### config.mk
export PLATFORM = sky130hd
export DESIGN_NAME = mem_port_arbiter_flat
export DESIGN_NICKNAME = d
export VERILOG_FILES = /design/src/rtl/mem_port_arbiter_if.sv /design/src/rtl/mem_port_arbiter.sv /design/src/flat_wrapper.sv
export SDC_FILE = /design/constraint.sdc
export NUM_CORES = 1
export LEC_CHECK = 0
export ABC_AREA = 1
export CORE_ASPECT_RATIO = 0.8
export CORE_MARGIN = 4
export CORE_UTILIZATION = 44
export DETAILED_ROUTE_END_ITERATION = 10
export MAX_ROUTING_LAYER = met4
export PLACE_DENSITY = 0.85
export SYNTH_ARGS = -nofsm -noshare
export SYNTH_HDL_FRONTEND = slang
export SYNTH_SLANG_ARGS = --single-unit
### constraint.sdc
create_clock -name clk -period 2.3 [get_ports clk]
set_clock_uncertainty 0.15 [all_clocks]
set_input_delay 0.575 -clock clk [delete_from_list [all_inputs] [get_ports clk]]
set_output_delay 0.575 -clock clk [all_outputs]
set_load 0.005 [all_outputs]
### src/rtl/mem_port_arbiter_if.sv
// Bundle of the fetch, data and memory-port signals around mem_port_arbiter.
// The slave modport is the arbiter's view; master is the requesters plus memory.
interface mem_port_arbiter_if;
    logic        if_req;
    logic [31:0] if_addr;
    logic [31:0] if_rdata;
    logic        if_ack;
    logic        dm_req;
    logic        dm_we;
    logic [31:0] dm_addr;
    logic [31:0] dm_wdata;
    logic [31:0] dm_rdata;
    logic        dm_ack;
    logic        mem_en;
    logic        mem_we;
    logic [31:0] mem_addr;
    logic [31:0] mem_wdata;
    logic [31:0] mem_rdata;
    logic        stall_if;
    logic        stall_mem;

    modport slave (
        input  if_req, if_addr, dm_req, dm_we, dm_addr, dm_wdata, mem_rdata,
        output if_rdata, if_ack, dm_rdata, dm_ack, mem_en, mem_we, mem_addr, mem_wdata,
        output stall_if, stall_mem
    );

    modport master (
        output if_req, if_addr, dm_req, dm_we, dm_addr, dm_wdata, mem_rdata,
        input  if_rdata, if_ack, dm_rdata, dm_ack, mem_en, mem_we, mem_addr, mem_wdata,
        input  stall_if, stall_mem
    );
endinterface

### src/rtl/mem_port_arbiter.sv
// Serializes IF-stage fetches and MEM-stage loads/stores onto one fixed-latency
// memory port; data accesses take priority because they belong to the older instruction.
module mem_port_arbiter #(
    parameter int unsigned MEM_LAT = 2
) (
    input logic               clk,
    input logic               rst_n,
    mem_port_arbiter_if.slave bus
);
    localparam int unsigned CW = $clog2(MEM_LAT + 1);
    localparam logic [CW-1:0] LatCnt = CW'(MEM_LAT);

    typedef enum logic [1:0] {
        StIdle,
        StBusyIf,
        StBusyDm
    } state_t;

    state_t        state_q;
    logic [CW-1:0] cnt_q;
    logic          mem_en_q;
    logic          mem_we_q;
    logic [31:0]   mem_addr_q;
    logic [31:0]   mem_wdata_q;
    logic [31:0]   if_rdata_q;
    logic [31:0]   dm_rdata_q;
    logic          if_ack_q;
    logic          dm_ack_q;
    logic          dm_load_q;

    // Masking with the ack stops a request held through its ack cycle from being regranted.
    logic dq;
    logic iq;
    assign dq = bus.dm_req & ~dm_ack_q;
    assign iq = bus.if_req & ~if_ack_q;

    always_ff @(posedge clk) begin
        if (!rst_n) begin
            state_q     <= StIdle;
            cnt_q       <= '0;
            mem_en_q    <= 1'b0;
            mem_we_q    <= 1'b0;
            mem_addr_q  <= '0;
            mem_wdata_q <= '0;
            if_rdata_q  <= '0;
            dm_rdata_q  <= '0;
            if_ack_q    <= 1'b0;
            dm_ack_q    <= 1'b0;
            dm_load_q   <= 1'b0;
        end else begin
            mem_en_q <= 1'b0;
            mem_we_q <= 1'b0;
            if_ack_q <= 1'b0;
            dm_ack_q <= 1'b0;
            case (state_q)
                StIdle: begin
                    if (dq) begin
                        state_q     <= StBusyDm;
                        mem_en_q    <= 1'b1;
                        mem_we_q    <= bus.dm_we;
                        mem_addr_q  <= bus.dm_addr;
                        mem_wdata_q <= bus.dm_wdata;
                        dm_load_q   <= ~bus.dm_we;
                        cnt_q       <= '0;
                    end else if (iq) begin
                        state_q    <= StBusyIf;
                        mem_en_q   <= 1'b1;
                        mem_we_q   <= 1'b0;
                        mem_addr_q <= bus.if_addr;
                        cnt_q      <= '0;
                    end
                end
                StBusyIf: begin
                    if (cnt_q == LatCnt) begin
                        state_q    <= StIdle;
                        if_ack_q   <= 1'b1;
                        if_rdata_q <= bus.mem_rdata;
                        cnt_q      <= '0;
                    end else begin
                        cnt_q <= cnt_q + 1'b1;
                    end
                end
                StBusyDm: begin
                    if (cnt_q == LatCnt) begin
                        state_q  <= StIdle;
                        dm_ack_q <= 1'b1;
                        if (dm_load_q) begin
                            dm_rdata_q <= bus.mem_rdata;
                        end
                        cnt_q <= '0;
                    end else begin
                        cnt_q <= cnt_q + 1'b1;
                    end
                end
                default: begin
                    state_q <= StIdle;
                    cnt_q   <= '0;
                end
            endcase
        end
    end

    assign bus.mem_en    = mem_en_q;
    assign bus.mem_we    = mem_we_q;
    assign bus.mem_addr  = mem_addr_q;
    assign bus.mem_wdata = mem_wdata_q;
    assign bus.if_rdata  = if_rdata_q;
    assign bus.dm_rdata  = dm_rdata_q;
    assign bus.if_ack    = if_ack_q;
    assign bus.dm_ack    = dm_ack_q;
    assign bus.stall_if  = bus.if_req & ~if_ack_q;
    assign bus.stall_mem = bus.dm_req & ~dm_ack_q;
endmodule
### src/flat_wrapper.sv
// flat-port wrapper written by rule: the top's interface ports become plain ports
module mem_port_arbiter_flat 
#(
    parameter int unsigned MEM_LAT = 2
)
  (clk, rst_n, bus_if_req, bus_if_addr, bus_dm_req, bus_dm_we, bus_dm_addr, bus_dm_wdata, bus_mem_rdata, bus_if_rdata, bus_if_ack, bus_dm_rdata, bus_dm_ack, bus_mem_en, bus_mem_we, bus_mem_addr, bus_mem_wdata, bus_stall_if, bus_stall_mem);
  mem_port_arbiter_if bus_i ();
  input logic clk;
  input logic rst_n;
  input wire logic [$bits(bus_i.if_req)-1:0] bus_if_req;
  input wire logic [$bits(bus_i.if_addr)-1:0] bus_if_addr;
  input wire logic [$bits(bus_i.dm_req)-1:0] bus_dm_req;
  input wire logic [$bits(bus_i.dm_we)-1:0] bus_dm_we;
  input wire logic [$bits(bus_i.dm_addr)-1:0] bus_dm_addr;
  input wire logic [$bits(bus_i.dm_wdata)-1:0] bus_dm_wdata;
  input wire logic [$bits(bus_i.mem_rdata)-1:0] bus_mem_rdata;
  output wire logic [$bits(bus_i.if_rdata)-1:0] bus_if_rdata;
  output wire logic [$bits(bus_i.if_ack)-1:0] bus_if_ack;
  output wire logic [$bits(bus_i.dm_rdata)-1:0] bus_dm_rdata;
  output wire logic [$bits(bus_i.dm_ack)-1:0] bus_dm_ack;
  output wire logic [$bits(bus_i.mem_en)-1:0] bus_mem_en;
  output wire logic [$bits(bus_i.mem_we)-1:0] bus_mem_we;
  output wire logic [$bits(bus_i.mem_addr)-1:0] bus_mem_addr;
  output wire logic [$bits(bus_i.mem_wdata)-1:0] bus_mem_wdata;
  output wire logic [$bits(bus_i.stall_if)-1:0] bus_stall_if;
  output wire logic [$bits(bus_i.stall_mem)-1:0] bus_stall_mem;
  assign bus_i.if_req = bus_if_req;
  assign bus_i.if_addr = bus_if_addr;
  assign bus_i.dm_req = bus_dm_req;
  assign bus_i.dm_we = bus_dm_we;
  assign bus_i.dm_addr = bus_dm_addr;
  assign bus_i.dm_wdata = bus_dm_wdata;
  assign bus_i.mem_rdata = bus_mem_rdata;
  assign bus_if_rdata = bus_i.if_rdata;
  assign bus_if_ack = bus_i.if_ack;
  assign bus_dm_rdata = bus_i.dm_rdata;
  assign bus_dm_ack = bus_i.dm_ack;
  assign bus_mem_en = bus_i.mem_en;
  assign bus_mem_we = bus_i.mem_we;
  assign bus_mem_addr = bus_i.mem_addr;
  assign bus_mem_wdata = bus_i.mem_wdata;
  assign bus_stall_if = bus_i.stall_if;
  assign bus_stall_mem = bus_i.stall_mem;
  mem_port_arbiter #(.MEM_LAT(MEM_LAT)) u_core (.clk(clk), .rst_n(rst_n), .bus(bus_i));
endmodule
==> impl_metrics.py <==
metrics = {
    "logic_synthesis": {
        "synth_top_area_share_pct": 49.71,
        "synth-seq-cells": 137,
        "netlist_instances": 789,
        "avgSynthCellArea_um2": 6.993,
        "synth.distinct_cells": 17,
        "ys_warn_count": 0,
        "seq_area_frac_synth_pct": 49.71,
        "synth_area_leaders": "dfxtp_1 50%, nand2_1 21%, a21oi_1 9.0%",
        "synth_area_leader_cell": "dfxtp_1",
        "syn_nets": 925,
        "syn_area_mm2": 0.005518,
    },
    "power": {
        "p_leak_nw": 3.582,
        "max-vdd-ir-drop_mv": 0.5597,
        "powerDensity_mw_per_mm2": 728.4,
    },
    "cts": {
        "clock_latency_ns": 0.40,
        "path_clk_slew_ns": 0.06,
        "cts_sinks": 137,
        "cts-root-buf": "clkbuf_16",
        "cts_buffers": 17,
        "clockBufferDepth": 2,
        "htree_levels": 4,
        "hold_buffers": 0,
        "cts_tree": "built",
    },
    "global_routing": {
        "grt_usage_pct": 24.19,
        "overflow": 0,
        "grt_max_degree": 55,
        "antenna_found_initial": 0,
        "grt_first_pass_wirelength_mm": 27.41,
        "grt_pass1_vias": 5520,
    },
    "routing": {
        "ant_nets": 0,
        "vias_per_cell": 4.762,
        "wl_per_cell_um": 14.34,
        "drc": 0,
        "dr.first_iter.drc_count": 473,
        "first_pass_iters": 6,
        "wl_mm": 17.55,
        "num_vias": 5829,
    },
    "job": {
        "maxCapViolCount": 0,
    },
    "cells_and_area": {
        "nFillCells": 958,
        "post-route-util_pct": 73.62,
        "drive_above_1_share_pct": 5.983,
        "final_area_mm2": 0.008986,
        "nets": 1177,
        "final_cells": 1224,
        "syn2layout_area_growth_pct": 62.86,
        "n_antenna_cell": 0,
    },
    "worst_hold_path": {
        "holdPathEnd": "u_core.bus.dm_rdata[21]",
        "hold_depth": 2,
        "min_from": "u_core.bus.dm_rdata[21]",
        "hold_class": "flop to flop",
    },
    "worst_setup_path": {
        "r2r_start": "u_core.state_q[0]",
        "path_class": "input port to output port",
        "worstPathCellList": "clkdlybuf4s50_1, nand2_1, inv_1, dlygate4sd2_1",
        "slowest_delay_ns": 0.46,
        "r2r-end": "u_core.bus.dm_rdata[26]",
        "arrival_ns": 1.49,
        "critPathMaxFanout": 2,
        "r2r_cells": 7,
        "required_ns": 1.57,
        "critical-path-slowest-cell": "clkdlybuf4s50_1",
        "rrSetupSlack_ns": 0.55,
        "start_kind": "input port",
        "end_kind": "output port",
    },
    "sta": {
        "tightest_slew_ns": 0.5460,
        "period_share_pct": 96.15,
        "hold_viol": 0,
        "max_freq_mhz": 452.2,
        "tns_ns": 0,
        "max_slew_margin_pct": 63.55,
        "setup-violations-final": 0,
        "rsz0062_at_grt": "no",
        "finalMaxSlewViolations": 0,
        "setup_slack_ns": 0.08852,
        "fin_crit_ns": 2.211,
    },
    "floorplan": {
        "core_mm2": 0.01221,
        "rows": 36,
        "ios": 267,
        "dieArea_mm2": 0.01441,
        "start_util_pct": 45.20,
        "die_y_um": 108.2,
        "die_w_um": 133.2,
    },
    "placed_design": {
        "placed_area_mm2": 0.008408,
        "port-buffer-count": 266,
        "placedCellCount": 1193,
        "dp_worst_setup_slack_ns": -0.1649,
        "gp_congestion": 0.8191,
        "dp_hpwl_mm": 12.36,
    },
    "run_status": {
        "status": "complete, no violations",
    },
}
layout by cell type, fill, tap and decap left out:
cell type        instances
clkinv_2                 3
nor2_1                  70
nor3b_1                  1
a21oi_1                 99
o21ai_4                  1
nand4_1                 33
clkbuf_8                 1
clkinv_4                 1
dfxtp_1                137
clkinvlp_4               3
nor2_4                   1
ha_1                     3
nand3_1                 36
clkbuf_16               17
buf_12                   5
bufinv_16                2
clkdlybuf4s50_1        264
inv_2                    3
dlygate4sd2_1            2
nor3_1                   1
nand2_2                  1
clkinv_1                 1
nand2_1                303
inv_1                   40
buf_4                   21
inv_6                    4
cells in the mapped netlist, drive strengths merged:
| cell type | number |
|---|---|
| o21ai | 1 |
| dfxtp | 137 |
| a21oi | 99 |
| ha | 3 |
| clkbuf | 25 |
| nor3 | 1 |
| buf | 34 |
| nand2 | 304 |
| nand3 | 36 |
| inv | 44 |
| nor2 | 71 |
| nor3b | 1 |
| nand4 | 33 |
kinds of logic (layout without fill, tap and decap cells):
family | Yosys count | after routing | share of synthesized area, %
AND/OR/NAND/NOR | 446 | 446 | 32.93
buffers and inverters | 103 | 367 | 7.619
flip-flops | 137 | 137 | 49.71
adder cells (fa/ha/maj) | 3 | 3 | 0.6803
AO/OA/AOI/OAI | 100 | 100 | 9.070
layout make-up:
| type | instances | area (µm²) | area share [%] |
|---|---|---|---|
| well taps | 171 | 214.0 | 2.381 |
| repair buffers | 292 | 2918 | 32.47 |
| clock buffers | 18 | 439.2 | 4.887 |
| inverters | 44 | 165.2 | 1.838 |
| clock inverters | 13 | 141.4 | 1.573 |
| multi-input cells | 549 | 2366 | 26.33 |
| flip-flops and latches | 137 | 2743 | 30.52 |
worst max-delay path: cells and delay by family:
family        cells  cell delay (ns)
buf+inv           3             0.82
simple gates      1             0.09
flip-flops by register name, summed over array words and instances, names as in the netlist:
name / flops
u_core.bus.dm_ack: 1
u_core.bus.if_ack: 1
u_core.cnt_q: 2
u_core.dm_load_q: 1
u_core.bus.if_rdata: 32
u_core.bus.mem_en: 1
u_core.bus.dm_rdata: 32
u_core.bus.mem_addr: 32
u_core.bus.mem_wdata: 32
u_core.bus.mem_we: 1
u_core.state_q: 2
worst max-delay path by stage:
stage	startpoint	endpoint	slack [ns]	cells after the start
floorplan	bus_dm_req	bus_stall_mem	0.64	3
detailed placement	bus_if_req	bus_stall_if	-0.16	4
global route	bus_if_req	bus_stall_if	0.04	4
global placement	bus_if_req	bus_stall_if	-0.18	4
finish	bus_if_req	bus_stall_if	0.09	4
CTS	bus_if_req	bus_stall_if	0.09	4
per-layer routing:
metal	vias up	GRT usage, %	share of wire (%)
met2	246	39.02	47
met1	2572	29.95	43
met4	0	6.167	1.5
met3	16	7.349	8.2
li1	2995	-	-
met5	-	-	0
through the flow:
step	hold WS [ns]	power, mW
after floorplan	0.3058	3.206
after global routing	0.3258	6.826
after detailed placement	0.3011	3.925
final	0.3104	6.545
after global placement	0.2979	3.911
after CTS	0.3107	6.585
repair_timing:
| item | in CTS | in global routing |
|---|---|---|
| resized for setup | 2 | 0 |
| setup endpoints to repair | 2 | 0 |
| setup buffers | 0 | 0 |
power by group:
part	total [mW]	switching [mW]	internal, mW	leakage [nW]
registers	2.61	0.0805	2.53	1.12
clock network	2.67	1.04	1.63	0.279
logic	1.27	0.602	0.668	2.18
total	6.55	1.72	4.82	3.58
No activity file was read; power rests on OpenSTA's default activity.
